===== src/rtl/game_status_tracker.sv =====
// Game status tracker: edge-driven kill counter with BCD score, lives with a
// post-hit invulnerability cooldown, and the PLAYING/PAUSED/WON/LOST status FSM.
module game_status_tracker #(
    parameter int N_ENEMIES    = 10,
    parameter int START_LIVES  = 3,
    parameter int HIT_COOLDOWN = 50_000_000,
    parameter int MAX_SCORE    = 99
) (
    input  logic                 clk,
    input  logic                 reset,
    input  logic                 pausa,
    input  logic [N_ENEMIES-1:0] enemy_alive,
    input  logic                 ship_hit,
    output logic [6:0]           score,
    output logic [7:0]           score_bcd,
    output logic [1:0]           vidas,
    output logic                 perdeu,
    output logic                 venceu,
    output logic [1:0]           state,
    output logic                 invuln,
    output logic                 kill_pulse
);

    // state   | meaning
    // PLAYING | normal play: kills, hits and cooldown all active
    // PAUSED  | kills still count, hits discarded, cooldown frozen
    // WON     | all enemies dead; everything frozen until reset
    // LOST    | last life taken; everything frozen until reset
    typedef enum logic [1:0] {
        ST_PLAYING = 2'd0,
        ST_PAUSED  = 2'd1,
        ST_WON     = 2'd2,
        ST_LOST    = 2'd3
    } state_t;

    localparam int CW = $clog2(HIT_COOLDOWN + 1);
    localparam int KW = $clog2(N_ENEMIES + 1);

    state_t                state_q, state_d;
    logic [6:0]            score_q, score_d;
    logic [7:0]            bcd_q, bcd_d;
    logic [1:0]            vidas_q, vidas_d;
    logic [CW-1:0]         cool_q, cool_d;
    logic                  invuln_q, invuln_d;
    logic                  kill_q, kill_d;
    logic                  perdeu_q, perdeu_d;
    logic                  venceu_q, venceu_d;
    logic [N_ENEMIES-1:0]  prev_alive_q;
    logic                  prev_hit_q;

    logic [N_ENEMIES-1:0]  fell;
    logic [KW-1:0]         kills;
    logic [7:0]            score_sum;
    logic [6:0]            score_sat;
    logic                  hit_edge;
    logic                  hit_accept;

    function automatic logic [7:0] to_bcd(input logic [6:0] v);
        logic [3:0] tens;
        logic [3:0] units;
        tens  = 4'(v / 7'd10);
        units = 4'(v % 7'd10);
        return {tens, units};
    endfunction

    always_comb begin
        fell  = prev_alive_q & ~enemy_alive;
        kills = '0;
        for (int i = 0; i < N_ENEMIES; i++) begin
            kills = kills + KW'(fell[i]);
        end
        // 7-bit score plus carry, clamped before it reaches the register
        score_sum = {1'b0, score_q} + 8'(kills);
        score_sat = (score_sum > 8'(MAX_SCORE)) ? 7'(MAX_SCORE) : score_sum[6:0];
    end

    assign hit_edge   = ship_hit & ~prev_hit_q;
    assign hit_accept = (state_q == ST_PLAYING) && hit_edge &&
                        (cool_q == '0) && (vidas_q != 2'd0);

    always_comb begin
        state_d = state_q;
        score_d = score_q;
        bcd_d   = bcd_q;
        vidas_d = vidas_q;
        cool_d  = cool_q;
        kill_d  = 1'b0;

        if (((state_q == ST_PLAYING) || (state_q == ST_PAUSED)) && (kills != '0)) begin
            score_d = score_sat;
            bcd_d   = to_bcd(score_sat);
            kill_d  = 1'b1;
        end

        if ((state_q == ST_PLAYING) && (cool_q != '0)) begin
            cool_d = cool_q - CW'(1);
        end

        if (hit_accept) begin
            vidas_d = vidas_q - 2'd1;
            cool_d  = CW'(HIT_COOLDOWN);
        end

        case (state_q)
            ST_PLAYING: begin
                if (hit_accept && (vidas_q == 2'd1)) begin
                    state_d = ST_LOST;
                end else if (enemy_alive == '0) begin
                    state_d = ST_WON;
                end else if (pausa) begin
                    state_d = ST_PAUSED;
                end
            end
            ST_PAUSED: begin
                // a win reached while paused is taken on the next PLAYING cycle
                if (!pausa) begin
                    state_d = ST_PLAYING;
                end
            end
            default: ;
        endcase

        invuln_d = (cool_d != '0);
        perdeu_d = (state_d == ST_LOST);
        venceu_d = (state_d == ST_WON);
    end

    always_ff @(posedge clk) begin
        if (reset) begin
            state_q  <= ST_PLAYING;
            score_q  <= '0;
            bcd_q    <= '0;
            vidas_q  <= 2'(START_LIVES);
            cool_q   <= '0;
            invuln_q <= 1'b0;
            kill_q   <= 1'b0;
            perdeu_q <= 1'b0;
            venceu_q <= 1'b0;
        end else begin
            state_q  <= state_d;
            score_q  <= score_d;
            bcd_q    <= bcd_d;
            vidas_q  <= vidas_d;
            cool_q   <= cool_d;
            invuln_q <= invuln_d;
            kill_q   <= kill_d;
            perdeu_q <= perdeu_d;
            venceu_q <= venceu_d;
        end
        // edge history tracks the inputs during reset too, so release is edge-free
        prev_alive_q <= enemy_alive;
        prev_hit_q   <= ship_hit;
    end

    assign score      = score_q;
    assign score_bcd  = bcd_q;
    assign vidas      = vidas_q;
    assign perdeu     = perdeu_q;
    assign venceu     = venceu_q;
    assign state      = state_q;
    assign invuln     = invuln_q;
    assign kill_pulse = kill_q;

endmodule

===== config.mk =====
export PLATFORM = sky130hd
export DESIGN_NAME = game_status_tracker
export DESIGN_NICKNAME = d
export VERILOG_FILES = /design/src/rtl/game_status_tracker.sv
export SDC_FILE = /design/constraint.sdc
export NUM_CORES = 1
export LEC_CHECK = 0
export CORE_ASPECT_RATIO = 1.1
export CORE_MARGIN = 10
export CORE_UTILIZATION = 58
export DETAILED_ROUTE_END_ITERATION = 6
export GPL_TIMING_DRIVEN = 0
export PLACE_DENSITY = 0.8
export SLEW_MARGIN = 30
export SYNTH_ARGS = -nofsm -noshare
export SYNTH_HDL_FRONTEND = slang
export SYNTH_SLANG_ARGS = --single-unit

===== constraint.sdc =====
create_clock -name clk -period 11.39 [get_ports clk]
set_clock_uncertainty 0.15 [all_clocks]
set_input_delay 2.278 -clock clk [delete_from_list [all_inputs] [get_ports clk]]
set_output_delay 2.278 -clock clk [all_outputs]
set_load 0.03 [all_outputs]

==> reports/metrics.csv <==
metric,value,unit
rows,32,
max_stage_delay,550,ps
start_util,58.92,%
stdcell_count,652,
crit_slowest_cell,fa_1,
tns,0,ps
grt_pass1_vias,3892,
synth_area_leader_cell,dfxtp_1,
critPathArrivalTime,10150,ps
leakage,1.851,nW
clkLatencyLatePin,360,ps
ys_warn_count,0,
placed_cell_area,0.004548,mm²
crit_top_cell,fa_1,
viasPerCell,6.193,
cp.required,11500,ps
postLayoutCellArea,0.004796,mm²
hpwl,8246,µm
layout-drive-gt1-share,7.407,%
dr.pass1.iters,5,
multiInputGateArea,0.002676,mm²
clockBufferDepth,2,
hold_violations,0,
port_buffers,36,
synth_area_leaders,"dfxtp_1 (29%), nor2_1 (5.4%), a21oi_1 (4.7%), xnor2_1 (4.1%), ha_1 (3.7%)",
crit_family,adder cells,
diodes,0,
cts_tree,built,
synthCells,515,
final_util,69.24,%
cts_resized,0,
worstHoldEndpoint,cool_q[6]$_SDFF_PP0_,
path_class,input pin to flop,
placed_cells,636,
syn_to_final_growth,17.50,%
cts_root_buf,clkbuf_8,
rr_startpoint,prev_alive_q[5]$_DFF_P_,
cts.sinks,59,
clock.fmax,99.59,MHz
vdd_drop_max,0.0001692,V
cts_htree_levels,3,
fillCellCount,574,
yosysSeqAreaShare,28.94,%
fin_crit,10040,ps
reg2reg_depth,24,
ff_latch_area,0.001181,mm²
grt_overflow_total,0,
final-setup-viol-count,0,
drt-initial-drc-count,216,
finalMaxSlewViolations,0,
antenna_found_initial,0,
finalPower,1.425,mW
relSlewSlack,40.90,%
grt_use_total,21.01,%
cp_num_buf_inv,4,
grt_max_degree,13,
cts_buffers,9,
critPathMaxFanout,7,
cp-start-kind,input pin,
dieWidth,99.98,µm
drtAntennaViolNets,0,
crit_path_end_kind,flop,
grt_pass1_wl,18730,µm
ys_ff_latch,59,
netlist_area,0.004081,mm²
whs,323.8,ps
place.gp.congestion,0.9505,
hold_depth,2,
async_reset_ff_share,0,%
synth_top_area_share,28.94,%
io-pin-count,37,
dp_slack,1134,ps
synth_top_cells_by_count,"dfxtp_1 (59), nor2_1 (59), a21oi_1 (38)",
remaining_drc_errors,0,
r2r_end,score_bcd[2]$_SDFFE_PP0P_,
wl_per_cell,17.23,µm
worstMarginPinSlew,882.4,ps
wl,11230,µm
synth.distinct_cells,73,
vias,4038,
synth_fp_nets,548,
p_per_area,297.2,mW/mm²
avgSynthCellArea,7.925,µm²
synth_edf_count,0,
die_height,108.0,µm
rsz0062_at_grt,no,
fin_nets,595,
min-delay-start,cool_q[6]$_SDFF_PP0_,
hold_class,flop to flop,
min_period_over_period,88.16,%
r2r_setup_slack,3430,ps
postCtsHoldBufs,0,
die_area,0.01080,mm²
core-area,0.006927,mm²
clk_pin_slew,80,ps
setup_ws,1349,ps
ys.flop_type,dfxtp_1,
outcome,"complete, no violations",
maxCapViolCount,0,
postCtsSetupBuffers,0,
## state kept, by name (all words and copies together), names as in the netlist
signal	cells
vidas	2
score_bcd	7
state	2
venceu	1
perdeu	1
prev_alive_q	10
score	7
cool_q	26
kill_pulse	1
invuln	1
prev_hit_q	1
## how the worst max path moves through the flow
stage / cells after the start / slack (ps) / startpoint / end
floorplan: 25 / 2580 / enemy_alive[5] / score_bcd[2]$_SDFFE_PP0P_
global placement: 25 / 1260 / enemy_alive[5] / score_bcd[2]$_SDFFE_PP0P_
detailed placement: 25 / 1130 / enemy_alive[5] / score_bcd[1]$_SDFFE_PP0P_
CTS: 25 / 1470 / enemy_alive[5] / score_bcd[2]$_SDFFE_PP0P_
global route: 25 / 940 / enemy_alive[5] / score_bcd[2]$_SDFFE_PP0P_
finish: 25 / 1350 / enemy_alive[5] / score_bcd[2]$_SDFFE_PP0P_
## final cells by class
cell class / count / share of cell area [%]
repair buffers: 36 / 7.514
flip-flops and latches: 59 / 24.63
inverters: 21 / 1.644
plain buffers: 30 / 3.026
clock inverters: 7 / 2.583
clock buffers: 9 / 2.583
well taps: 85 / 2.218
multi-input cells: 405 / 55.80
## cell families (layout without fill, tap and decap cells)
kind of cell / Yosys count / in the layout / share of synthesized area (%)
flip-flops: 59 / 59 / 28.94
buffers and inverters: 51 / 103 / 5.487
multiplexers: 4 / 4 / 0.9810
XOR/XNOR: 27 / 27 / 5.794
adder cells (fa/ha/maj): 20 / 20 / 7.357
AND/OR/NAND/NOR: 216 / 216 / 27.35
AO/OA/AOI/OAI: 138 / 138 / 24.10
## layer usage
| layer | vias up | wire [µm] | global-route usage [%] |
|---|---|---|---|
| met5 | - | 0 | 0 |
| met4 | 0 | 306 | 9.091 |
| met3 | 29 | 829 | 4.786 |
| met2 | 157 | 5601 | 37.70 |
| met1 | 1878 | 4496 | 23.22 |
| li1 | 1974 | - | - |
## where the power goes
group / switching, mW / internal [mW]
Clock: 0.0967 / 0.147
Combinational: 0.517 / 0.345
Sequential: 0.0536 / 0.265
## tightest hold or removal path: stages, from the launching register on
cell and delay [ps]:
dfxtp_1 310, o21ai_0 60, a21oi_1 60
## placed cells by master (no fill, tap or decap), types with 15 or more instances in the layout
cell type	count
clkdlybuf4s50_1	36
dfxtp_1	59
o21ai_0	16
clkbuf_1	20
nor2b_1	15
inv_1	21
nor2_1	59
nor3_1	25
a21oi_1	38
nand2_1	37
xnor2_1	19
Power figures use the tool's default switching activity.
